[config.mk]
export PLATFORM = sky130hd
export DESIGN_NAME = vga_mode_switch_ctrl
export DESIGN_NICKNAME = d
export VERILOG_FILES = /design/src/rtl/vga_ctrl_pkg.sv /design/src/rtl/vga_sync_edge.sv /design/src/rtl/vga_mode_switch_ctrl.sv
export SDC_FILE = /design/constraint.sdc
export NUM_CORES = 1
export LEC_CHECK = 0
export ABC_AREA = 1
export ABC_CLOCK_PERIOD_IN_PS = 5200
export BUFFER_PORTS_ARGS = -buffer_cell sky130_fd_sc_hd__buf_2
export CAP_MARGIN = 20
export CORE_ASPECT_RATIO = 1.1
export CORE_MARGIN = 2
export CORE_UTILIZATION = 65
export DETAILED_ROUTE_END_ITERATION = 8
export PLACE_DENSITY_LB_ADDON = 0.3
export SETUP_SLACK_MARGIN = 0.3
export SYNTH_ARGS = -nofsm -noshare
export SYNTH_HDL_FRONTEND = slang
export SYNTH_SLANG_ARGS = --single-unit
[constraint.sdc]
create_clock -name clk_37m -period 5.2 [get_ports clk_37m]
set_input_delay 0.78 -clock clk_37m [delete_from_list [all_inputs] [get_ports clk_37m]]
set_output_delay 0.78 -clock clk_37m [all_outputs]
set_load 0.1 [all_outputs]
[src/rtl/vga_ctrl_pkg.sv]
// Shared types and video timing constants for the VGA mode-switch controller
// and the dynamic timing generator it supervises.
package vga_ctrl_pkg;

   typedef enum logic [2:0] {
      BOOT    = 3'd0,
      IDLE    = 3'd1,
      WAIT_VS = 3'd2,
      HOLD    = 3'd3,
      SETTLE  = 3'd4,
      MUTE    = 3'd5
   } state_t;

   localparam logic MODE_720P30  = 1'b0;
   localparam logic MODE_1080P60 = 1'b1;

   // 1080p60 on 148.5 MHz, 720p30 on 37.125 MHz (CEA-861 totals)
   localparam int H1080_ACTIVE = 1920;
   localparam int H1080_TOTAL  = 2200;
   localparam int V1080_ACTIVE = 1080;
   localparam int V1080_TOTAL  = 1125;
   localparam int H720_ACTIVE  = 1280;
   localparam int H720_TOTAL   = 1650;
   localparam int V720_ACTIVE  = 720;
   localparam int V720_TOTAL   = 750;

   function automatic int cnt_w(input int n);
      return $clog2(n) + 1;
   endfunction

endpackage

[src/rtl/vga_sync_edge.sv]
// Brings the generator's vsync_n into the control clock domain and flags each
// falling edge with a one-cycle pulse.
module vga_sync_edge
   import vga_ctrl_pkg::*;
#(
   parameter int SYNC_STAGES = 2
) (
   input  logic clk_i,
   input  logic rst_n_i,
   input  logic async_n_i,
   output logic vs_edge_o
);

   logic [SYNC_STAGES-1:0] sync_q;
   logic [1:0]             hist_q;

   // Synchronizer chain and edge history; idle level of vsync_n is high
   always_ff @(posedge clk_i or negedge rst_n_i) begin
      if (!rst_n_i) begin
         sync_q <= '1;
         hist_q <= 2'b11;
      end else begin
         sync_q <= {sync_q[SYNC_STAGES-2:0], async_n_i};
         hist_q <= {hist_q[0], sync_q[SYNC_STAGES-1]};
      end
   end

   assign vs_edge_o = hist_q[1] & ~hist_q[0];

endmodule

[src/rtl/vga_mode_switch_ctrl.sv]
// Sequences VGA resolution changes: frame-aligned reset, clock-mux settle, muted frames.
// Build option VGA_MODE_FALLBACK_EN: revert to the previous mode once if the new one yields no vsync.
module vga_mode_switch_ctrl
   import vga_ctrl_pkg::*;
#(
   parameter int SETTLE_CYCLES  = 1024,
   parameter int MUTE_FRAMES    = 2,
   parameter int TIMEOUT_CYCLES = 2000000,
   parameter int SYNC_STAGES    = 2
) (
   input  logic clk_37m,
   input  logic resetn,
   input  logic req_valid,
   input  logic req_mode,
   output logic req_ready,
   input  logic vsync_n_in,
   output logic mode_sel,
   output logic vga_resetn,
   output logic pix_en,
   output logic busy,
   output logic timeout_err
`ifdef VGA_MODE_FALLBACK_EN
   ,
   output logic fallback_active
`endif
);

   localparam int SW = cnt_w(SETTLE_CYCLES);
   localparam int FW = cnt_w(MUTE_FRAMES);
   localparam int TW = cnt_w(TIMEOUT_CYCLES);
   localparam logic [SW-1:0] SETTLE_LAST = SW'(SETTLE_CYCLES - 1);
   localparam logic [FW-1:0] FRM_LAST    = FW'(MUTE_FRAMES - 1);
   localparam logic [TW-1:0] TMO_LAST    = TW'(TIMEOUT_CYCLES - 1);

   state_t        state_q, state_d;
   logic [SW-1:0] set_cnt_q, set_cnt_d;
   logic [FW-1:0] frm_cnt_q, frm_cnt_d;
   logic [TW-1:0] tmo_cnt_q, tmo_cnt_d;
   logic          pend_q, pend_d;
   logic          mode_q, mode_d;
   logic          terr_q, terr_d;
   logic          rdy_q, rdy_d;
   logic          busy_q, busy_d;
   logic          pix_q, pix_d;
   logic          vrst_q, vrst_d;
   logic          vs_edge;
`ifdef VGA_MODE_FALLBACK_EN
   logic          prev_q, prev_d;
   logic          fb_q, fb_d;
`endif

   vga_sync_edge #(.SYNC_STAGES(SYNC_STAGES)) u_sync_edge (
      .clk_i     (clk_37m),
      .rst_n_i   (resetn),
      .async_n_i (vsync_n_in),
      .vs_edge_o (vs_edge)
   );

   // Next-state logic, mode latching and sticky timeout flag
   always_comb begin
      state_d = state_q;
      pend_d  = pend_q;
      mode_d  = mode_q;
      terr_d  = terr_q;
`ifdef VGA_MODE_FALLBACK_EN
      prev_d  = prev_q;
      fb_d    = fb_q;
`endif
      case (state_q)
         BOOT, SETTLE: begin
            if (set_cnt_q == SETTLE_LAST) state_d = MUTE;
            else                          state_d = state_q;
         end
         IDLE: begin
            if (req_valid && (req_mode != mode_q)) begin
               pend_d  = req_mode;
               state_d = WAIT_VS;
            end else begin
               state_d = IDLE;
            end
         end
         WAIT_VS: begin
            if (vs_edge) begin
               state_d = HOLD;
            end else if (tmo_cnt_q == TMO_LAST) begin
               terr_d  = 1'b1;
               state_d = HOLD;
            end else begin
               state_d = WAIT_VS;
            end
         end
         HOLD: begin
            // Generator reset has been low for a cycle; now the clock mux may move
            mode_d  = pend_q;
            state_d = SETTLE;
`ifdef VGA_MODE_FALLBACK_EN
            prev_d  = mode_q;
`endif
         end
         MUTE: begin
            if (vs_edge) begin
               if (frm_cnt_q == FRM_LAST) state_d = IDLE;
               else                       state_d = MUTE;
            end else if (tmo_cnt_q == TMO_LAST) begin
               terr_d = 1'b1;
`ifdef VGA_MODE_FALLBACK_EN
               if (!fb_q && (prev_q != mode_q)) begin
                  fb_d    = 1'b1;
                  pend_d  = prev_q;
                  state_d = HOLD;
               end else begin
                  state_d = IDLE;
               end
`else
               state_d = IDLE;
`endif
            end else begin
               state_d = MUTE;
            end
         end
         default: state_d = BOOT;
      endcase
`ifdef VGA_MODE_FALLBACK_EN
      if (state_d == IDLE) fb_d = 1'b0;
      else                 fb_d = fb_d;
`endif
   end

   // Counters restart on every state change; frame timeout restarts on each vsync edge
   always_comb begin
      if (state_d != state_q) begin
         set_cnt_d = '0;
         frm_cnt_d = '0;
         tmo_cnt_d = '0;
      end else begin
         set_cnt_d = set_cnt_q + SW'(1);
         tmo_cnt_d = vs_edge ? '0 : tmo_cnt_q + TW'(1);
         frm_cnt_d = (vs_edge && (state_q == MUTE)) ? frm_cnt_q + FW'(1) : frm_cnt_q;
      end
   end

   // Output decode from the next state so every output leaves a flop
   always_comb begin
      rdy_d  = (state_d == IDLE);
      busy_d = (state_d != IDLE);
      pix_d  = (state_d == IDLE);
      vrst_d = !(state_d inside {BOOT, HOLD, SETTLE});
   end

   // State, counter and output registers
   always_ff @(posedge clk_37m or negedge resetn) begin
      if (!resetn) begin
         state_q   <= BOOT;
         set_cnt_q <= '0;
         frm_cnt_q <= '0;
         tmo_cnt_q <= '0;
         pend_q    <= MODE_720P30;
         mode_q    <= MODE_720P30;
         terr_q    <= 1'b0;
         rdy_q     <= 1'b0;
         busy_q    <= 1'b1;
         pix_q     <= 1'b0;
         vrst_q    <= 1'b0;
      end else begin
         state_q   <= state_d;
         set_cnt_q <= set_cnt_d;
         frm_cnt_q <= frm_cnt_d;
         tmo_cnt_q <= tmo_cnt_d;
         pend_q    <= pend_d;
         mode_q    <= mode_d;
         terr_q    <= terr_d;
         rdy_q     <= rdy_d;
         busy_q    <= busy_d;
         pix_q     <= pix_d;
         vrst_q    <= vrst_d;
      end
   end

`ifdef VGA_MODE_FALLBACK_EN
   // Previous mode and single-shot fallback flag
   always_ff @(posedge clk_37m or negedge resetn) begin
      if (!resetn) begin
         prev_q <= MODE_720P30;
         fb_q   <= 1'b0;
      end else begin
         prev_q <= prev_d;
         fb_q   <= fb_d;
      end
   end

   assign fallback_active = fb_q;
`endif

   assign req_ready   = rdy_q;
   assign busy        = busy_q;
   assign pix_en      = pix_q;
   assign vga_resetn  = vrst_q;
   assign mode_sel    = mode_q;
   assign timeout_err = terr_q;

endmodule
==> impl_results.md, run 1 <==
- Most used DFF post-synth: dfrtp_1
- Final Max Slew Viols: 0
- NumNets Final: 336
- Yosys reg bits: 48
- Final HPWL DP: around 3.4 mm
- Clock Root Buffer: clkbuf_8
- Vias in the first global route: roughly 2100
- CTS tree: yes
- Vias post-DR: 1994
- Synth Area in Compound Gates: 4.467%
- Worst path required time: 5.40 ns
- Total Routed Length: 4.721 mm
- Peak supply drop: 0.1834 mV
- Sequential share of the synthesized area: 46.35%
- Most frequent cells in the layout: nand2_1, dfrtp_1, inv_1, nor2_2, nor2_1
- Syn Std Cell Area: 2605 sq um
- Synth Area in XOR/XNOR: 3.698%
- Worst setup SP type: register
- Pwr dens: between 200 and 250 nW/um^2
- Pin count of the biggest net entering global routing: 49
- Wire per inst: 12.39 um
- Arr. time, crit path: 2.81 ns
- RSZ-0062 raised after global routing: false
- Sequential power share: 58.4%
- CP Max Fanout: 35
- Die width: 64.36 um
- Layout cells sized above 1: 21.88%
- Syn avg cell area: between 8 and 9 sq um
- I/O Buffers: 10
- Fill cells: 324
- Routability cong.: 0.8940
- Yosys cell types: 32
- Post-CTS setup buffer count: 0
- Post-synth ARST share: 100.0%
- Largest family of logic cells by synthesized area: simple AND/OR/NAND/NOR gates
- Ports: 11
- Synthesized instance count: 316
- Tcrit/Tclk final: 50.14%
- DRT iter0 DRCs: 166
- Post-synth EDFFs: 0
- Final Hold Vio Count: 0
- Drt first pass iters: 4
- Diode count: 0
- Combinational power share: ~7%
- Post-CTS Resized: 0
- Slew Limit Headroom: 48.92%
- Clock Pin Slew Worst Setup and Hold Paths: 0.08 ns
- YS warnings: 0
- Antenna violations before repair: 0
- Switching share of power: a little under a quarter
- Die H: 70.40 um
- Layout Skew: ~0.013 ns
- PnR Total Power: between 0.6 and 0.7 mW
- CTS max path bufs: 2
- Fmax: approximately 380 MHz
- Clock share of power: 34.5%
- Total of max-cap violations: 0
- CP Class: register to register
- Layout area overhead: 6.484%
- First-pass GRT wire length: 8.776 mm
- Hold WC Path Type: register to register
- Num rows: 24
- Clock sinks: 48
- Syn_nets: 324
- TNS Setup: 0 ns
- NetSw: 0.1537 mW
- Final Critical Period: ~2.6 ns
- CTS Hold Buffers Added: 0
- Leak: 1.289 nW
- Status: completed
- Placement Cell Area: 2654 sq um
- H-tree Lvls: 2
- Mux cell area share after synthesis: 0%
- WHS: 0.3688 ns
- Final setup vio count: 0
- Mean number of vias per cell: around 5.2
- Final instance area: between 2000 and 3000 sq um
- Gr ovfl total: 0
- Commonest non-fill, non-tap cell in the layout: nand2_1
- Final ANT Viol Nets: 0
- Slew of the pin with the lowest slew margin: 0.7643 ns
- Core region area: approximately 4000 sq um
- Initial Util: 66.73%
- All-Layer GR Usage: 24.40%
- Internal Power: 0.5258 mW
- Synthesized-area fraction occupied by adder cells: 1.441%
- Synth Area in Simple Gates: 35.45%
- Worst skew pair latency: 0.29 ns
- Total CTS buffers: 5
- Die area: 4531 sq um
- DRC viols: 0
- Crit path capture type: register
synth_stat cells (2+ instances only):
cell | count | area, sq um
o21bai_1 | 2 | 15.01
dfrtp_1 | 43 | 1076
ha_1 | 3 | 37.54
dfstp_2 | 5 | 131.4
nand4_1 | 8 | 50.05
o211ai_1 | 2 | 15.01
nor2_1 | 30 | 112.6
inv_1 | 41 | 153.9
nand3_1 | 27 | 135.1
nor2_2 | 33 | 206.5
nor3_1 | 9 | 45.04
o21ai_0 | 10 | 50.05
a21oi_1 | 2 | 10.01
buf_6 | 4 | 45.04
xnor2_1 | 6 | 52.55
nand3_2 | 3 | 30.03
nand3b_1 | 2 | 15.01
xor2_1 | 5 | 43.79
nand2_1 | 63 | 236.5
or2_2 | 6 | 37.54
worst max-delay path, stage by stage, from the launching register on:
cell	delay, ns
dfstp_2	0.53
inv_1	0.03
nand2_1	0.56
nor2_2	0.14
nand2_1	0.09
nand3_1	0.06
nor2_1	0.13
nand2_2	0.08
a21oi_2	0.18
nand3_4	0.46
nor2_2	0.25
per-stage QoR:
stage	instances	utilization [%]	worst slack (ns)
finish	381	71.06	2.593
global route	381	71.06	2.308
CTS	380	70.54	2.551
detailed placement	372	67.98	2.563
global placement	372	67.98	2.676
floorplan	316	-	3.096
routing by layer:
layer / wire length (um) / global-route usage, % / up-vias
met5: 0 / 0 / -
met3: 162 / 3.060 / 10
met2: 2564 / 45.25 / 43
li1: - / - / 1025
met1: 1912 / 28.48 / 916
met4: 82 / 8.747 / 0
power by group through the flow:
stage | Clock [mW] | Combinational [mW] | Sequential (mW)
floorplan | 0 | 0.0341 | 0.402
global placement | 0 | 0.0461 | 0.403
detailed placement | 0 | 0.0465 | 0.404
CTS | 0.241 | 0.0469 | 0.397
global route | 0.256 | 0.0560 | 0.399
finish | 0.234 | 0.0484 | 0.397
cell type report:
class	count	area, sq um	area share (%)
repair buffers	11	70.07	2.526
well taps	52	65.06	2.346
inverters	42	157.7	5.683
clock buffers	8	100.1	3.608
flip-flops and latches	48	1207	43.53
multi-input cells	220	1174	42.31
path summary, 6_finish.rpt:
kind / startpoint / to / slack (ns) / cells after the start
worst max-delay path: u_sync_edge.hist_q[0] / tmo_cnt_q[12] / 2.59 / 10
worst min-delay path: u_sync_edge.sync_q[1] / u_sync_edge.hist_q[0] / 0.37 / 0
worst max register to register: u_sync_edge.hist_q[0] / tmo_cnt_q[12] / 2.59 / 10
worst min register to register: u_sync_edge.sync_q[1] / u_sync_edge.hist_q[0] / 0.37 / 0
max in group asynchronous: resetn / u_sync_edge.hist_q[0] / 4.21 / 2
min in group asynchronous: resetn / tmo_cnt_q[5] / 0.41 / 1
registers in the layout, indices dropped and copies added (netlist names):
signal and count:
busy 1, frm_cnt_q 2, mode_sel 1, pend_q 1
pix_en 1, set_cnt_q 11, state_q 3, timeout_err 1
tmo_cnt_q 22, u_sync_edge.hist_q 2, u_sync_edge.sync_q 2, vga_resetn 1
logic make-up after synthesis:
kind of cell,after synthesis
DFF,48
adders and majority gates,3
and+or+nand+nor,187
xor gates and xnor gates,11
AOI/OAI and AO/OA,19
buffers and inverters,48
No activity file was read; power rests on OpenSTA's default activity.
==> inputs of run 2 (changes only) <==
--- a/config.mk
+++ b/config.mk
@@ -5,13 +5,13 @@
 export SDC_FILE = /design/constraint.sdc
 export NUM_CORES = 1
 export LEC_CHECK = 0
-export ABC_AREA = 1
-export ABC_CLOCK_PERIOD_IN_PS = 5200
+export ABC_AREA = 0
+export ABC_CLOCK_PERIOD_IN_PS = 2200
 export BUFFER_PORTS_ARGS = -buffer_cell sky130_fd_sc_hd__buf_2
 export CAP_MARGIN = 20
 export CORE_ASPECT_RATIO = 1.1
 export CORE_MARGIN = 2
-export CORE_UTILIZATION = 65
+export CORE_UTILIZATION = 54
 export DETAILED_ROUTE_END_ITERATION = 8
 export PLACE_DENSITY_LB_ADDON = 0.3
 export SETUP_SLACK_MARGIN = 0.3
==> constraint.sdc (replaced) <==
create_clock -name clk_37m -period 2.2 [get_ports clk_37m]
set_input_delay 0.33 -clock clk_37m [delete_from_list [all_inputs] [get_ports clk_37m]]
set_output_delay 0.33 -clock clk_37m [all_outputs]
set_load 0.1 [all_outputs]
==> run 2 against run 1 <==
  * Via count decreased by 4.1%
  * Setup slack got worse by 2.6 ns
  * The flow now finishes with violations (setup timing)
  * Maximum frequency grew 16%
  * Core utilization is 0.72 points lower
  * Die area rose by 9.7%
  * Sequential power rose by 150%
  * Total power increased by 140%
  * Synthesized cell count shrank 23%
==> impl_results.md, run 2 <==
- Buf/Inv on CP: 2 (was 1)
- Total CTS buffers: 5 (unchanged)
- YS warnings: 0 (unchanged)
- Core region area: 4285 sq um (was 3904 sq um)
- Total Routed Length: 5.075 mm (was 4.721 mm)
- Yosys cell types: 39 (was 32)
- Max FFs per register: 22 (unchanged)
- Pin count of the biggest net entering global routing: 34 (was 49)
- I/O Buffers: 10 (unchanged)
- Cells along the critical path: ha_4, nand4_4, or4_4, or3_4, a221oi_4, buf_6, clkbuf_16, nor3_2 (was inv_1, nand2_1, nor2_2, nand2_1, nand3_1, nor2_1, nand2_2, a21oi_2, nand3_4, nor2_2)
- Commonest non-fill, non-tap cell in the layout: dfrtp_1 (was nand2_1)
- Commonest cells post-synth: dfrtp_1, nor3_1, nand2_1 (was nand2_1, dfrtp_1, inv_1)
- Post-synth EDFFs: 0 (unchanged)
- Die H: 73.74 um (was 70.40 um)
- Levels on crit path: 8 (was 10)
- Top cells by area, synth: dfrtp_1, nor3_1, xor2_1 (was dfrtp_1, nand2_1, nor2_2)
- Fmax: 445.2 MHz (was 383.5 MHz)
- Pwr dens: 550.9 nW/um^2 (was 245.0 nW/um^2)
- Mean number of vias per cell: 5.725 (was 5.234)
- Final Max Slew Viols: 0 (unchanged)
- Final core utilization: 70.34% (was 71.06%)
- Wire per inst: 15.19 um (was 12.39 um)
- Sequential share of the synthesized area: 50.58% (was 46.35%)
- Layout cells sized above 1: 28.21% (was 21.88%)
- Regs by FF count: tmo_cnt_q: 22 flops, set_cnt_q: 11 flops, state_q: 3 flops (unchanged)
- Critical R2R Launch: set_cnt_q[1] (was u_sync_edge.hist_q[0])
- Routability cong.: 0.7772 (was 0.8940)
- Final setup vio count: 21 (was 0)
- CP endpoint: tmo_cnt_q[2] (was tmo_cnt_q[12])
- Die width: 67.40 um (was 64.36 um)
- Num rows: 25 (was 24)
- Placement Cell Area: 2694 sq um (was 2654 sq um)
- Clock Root Buffer: clkbuf_8 (unchanged)
- Layout Skew: 0.01123 ns (was 0.01334 ns)
- Peak supply drop: 0.5768 mV (was 0.1834 mV)
- Worst Setup SP: set_cnt_q[1] (was u_sync_edge.hist_q[0])
- Synth top area share: 45.07% (was 41.31%)
- Vias in the first global route: 1747 (was 2103)
- Post-synth ARST share: 100.0% (unchanged)
- Top-count cell post-synth: dfrtp_1 (was nand2_1)
- Worst path required time: 2.39 ns (was 5.40 ns)
- Crit path max-delay family: simple AND/OR/NAND/NOR gates (unchanged)
- RSZ-0062 raised after global routing: true (was false)
- CTS max path bufs: 2 (unchanged)
- Largest reg by FF count: tmo_cnt_q (unchanged)
- R2r endpoint: tmo_cnt_q[2] (was tmo_cnt_q[12])
- WHS: 0.05467 ns (was 0.3688 ns)
- Gr ovfl total: 0 (unchanged)
- Most frequent cells in the layout: dfrtp_1, nand2_1, nor3_1, buf_4, xor2_1 (was nand2_1, dfrtp_1, inv_1, nor2_2, nor2_1)
- Status: finished, violations left (was completed)
- Failing checks: setup timing
- Reg2reg setup slack: -0.05 ns (was 2.59 ns)
- Synthesized instance count: 242 (was 316)
- Final ANT Viol Nets: 0 (unchanged)
- Yosys reg bits: 48 (unchanged)
- Drt first pass iters: 4 (unchanged)
- FF/Latch Area: 1209 sq um (was 1207 sq um)
- NumNets Final: 287 (was 336)
- Slew of the pin with the lowest slew margin: 0.6955 ns (was 0.7643 ns)
- H-tree Lvls: 2 (unchanged)
- Finished Layout Cells: 334 (was 381)
- Worst Slack Setup Final: -0.04644 ns (was 2.593 ns)
- Most used DFF post-synth: dfrtp_1 (unchanged)
- Worst setup SP type: register (unchanged)
- Area of the multi-input gates: 1234 sq um (was 1174 sq um)
- CP Class: register to register (unchanged)
- R2R depth: 8 (was 10)
- Syn avg cell area: 9.865 sq um (was 8.244 sq um)
- CTS tree: yes (unchanged)
- Crit path capture type: register (unchanged)
- Die area: 4969 sq um (was 4531 sq um)
- All-Layer GR Usage: 22.70% (was 24.40%)
- Final instance area: 3014 sq um (was 2774 sq um)
- Placed insts: 314 (was 372)
- Diode count: 0 (unchanged)
- Arr. time, crit path: 2.43 ns (was 2.81 ns)
- Syn Std Cell Area: 2387 sq um (was 2605 sq um)
- Vias post-DR: 1912 (was 1994)
- Antenna violations before repair: 0 (unchanged)
- Initial Util: 55.71% (was 66.73%)
- Leak: 1.368 nW (was 1.289 nW)
- Tcrit/Tclk final: 102.1% (was 50.14%)
- CP Max Fanout: 5 (was 35)
- First-pass GRT wire length: 8.459 mm (was 8.776 mm)
- CP max-delay cell: or4_4 (was nand2_1)
- Total of max-cap violations: 0 (unchanged)
- Clock sinks: 48 (unchanged)
- Final Critical Period: 2.246 ns (was 2.607 ns)
- Post-synth top area cell: dfrtp_1 (unchanged)
- DRC viols: 0 (unchanged)
- Final Hold Vio Count: 0 (unchanged)
- Worst skew pair latency: 0.31 ns (was 0.29 ns)
- Layout area overhead: 26.26% (was 6.484%)
- Fill cells: 316 (was 324)
- Slew Limit Headroom: 53.64% (was 48.92%)
- Clock Pin Slew Worst Setup and Hold Paths: 0.09 ns (was 0.08 ns)
- Final HPWL DP: 3.108 mm (was 3.365 mm)
- Hold WC Path Type: primary input to asynchronous set/reset pin (was register to register)
- DRT iter0 DRCs: 167 (was 166)
- Ports: 11 (unchanged)
- Slowest stage delay, CP: 0.49 ns (was 0.56 ns)
- Syn_nets: 250 (was 324)
==> run 2: changes by cell type in the layout (fill, tap and decap cells not counted), sizes merged, moves of 16 or more <==
cell | before | now
nor2 | 63 | 14
inv | 42 | 5
nand2 | 64 | 27
buf | 11 | 41
nor3 | 9 | 38
nand3 | 31 | 15
==> run 2: worst min path at each step <==
stage | cells past startpoint | endpoint
finish | 1 | set_cnt_q[4]
global route | 1 | u_sync_edge.sync_q[0]
CTS | 1 | set_cnt_q[3]
detailed placement | 0 | u_sync_edge.sync_q[1]
global placement | 0 | u_sync_edge.hist_q[0]
floorplan | 0 | frm_cnt_q[0]
==> run 2: power by group <==
part | switching, mW | total [mW] | internal (mW)
Combinational | 0.0845 | 0.163 | 0.0784
Clock | 0.290 | 0.513 | 0.224
Sequential | 0.0468 | 0.984 | 0.938
==> run 2: metrics by stage <==
step | TNS [ns] | worst slack, ns | power (mW)
after floorplan | 0 | 0.006884 | 1.104
after global routing | -2.400 | -0.1147 | 1.739
after detailed placement | -0.3276 | -0.02761 | 1.155
after global placement | 0 | 0.01489 | 1.147
after CTS | -0.4810 | -0.03835 | 1.670
final | -0.7123 | -0.04644 | 1.660
==> run 2: timing repair <==
action | CTS | global route
setup endpoints to repair | 39 | 39
pin swaps | 3 | 4
gates resized for setup | 10 | 7
cloned | 2 | 2
buffers inserted | 5 | 3
hold buffers | 0 | 0
hold endpoints to repair | 0 | 0
==> run 2: cells by family after synthesis <==
logic type | share of synthesized area, %
compound gates | 4.717
xor+xnor | 11.01
simple gates | 27.46
mux | 0.9433
buf+inv | 3.721
flops | 50.58
fa+ha+maj | 1.572
==> run 2: cell type report <==
cell class	instances	share of cell area [%]
clock buffer	7	2.532
clock inverter	1	0.1660
inverter	5	0.6227
multi-input combinational	177	40.93
sequential	48	40.10
tap	54	2.242
timing repair buffer	42	13.41
==> run 2: worst register-to-register path, delay by kind of cell, from the launching register on <==
family                     cells  cell delay (ns)
AOI/OAI and AO/OA              1             0.24
buffers and inverters          2             0.32
adders and majority gates      1             0.16
and+or+nand+nor                4             0.99
DFF                            1             0.41
==> run 2: layer usage <==
layer	share of wire, %	up-vias	track usage [%]	routed length, um
met1	44	949	29.31	2234
met2	51	26	37.07	2602
li1	-	926	-	-
met4	2.1	0	8.617	106
met3	2.6	11	5.054	132
met5	0	-	0	0
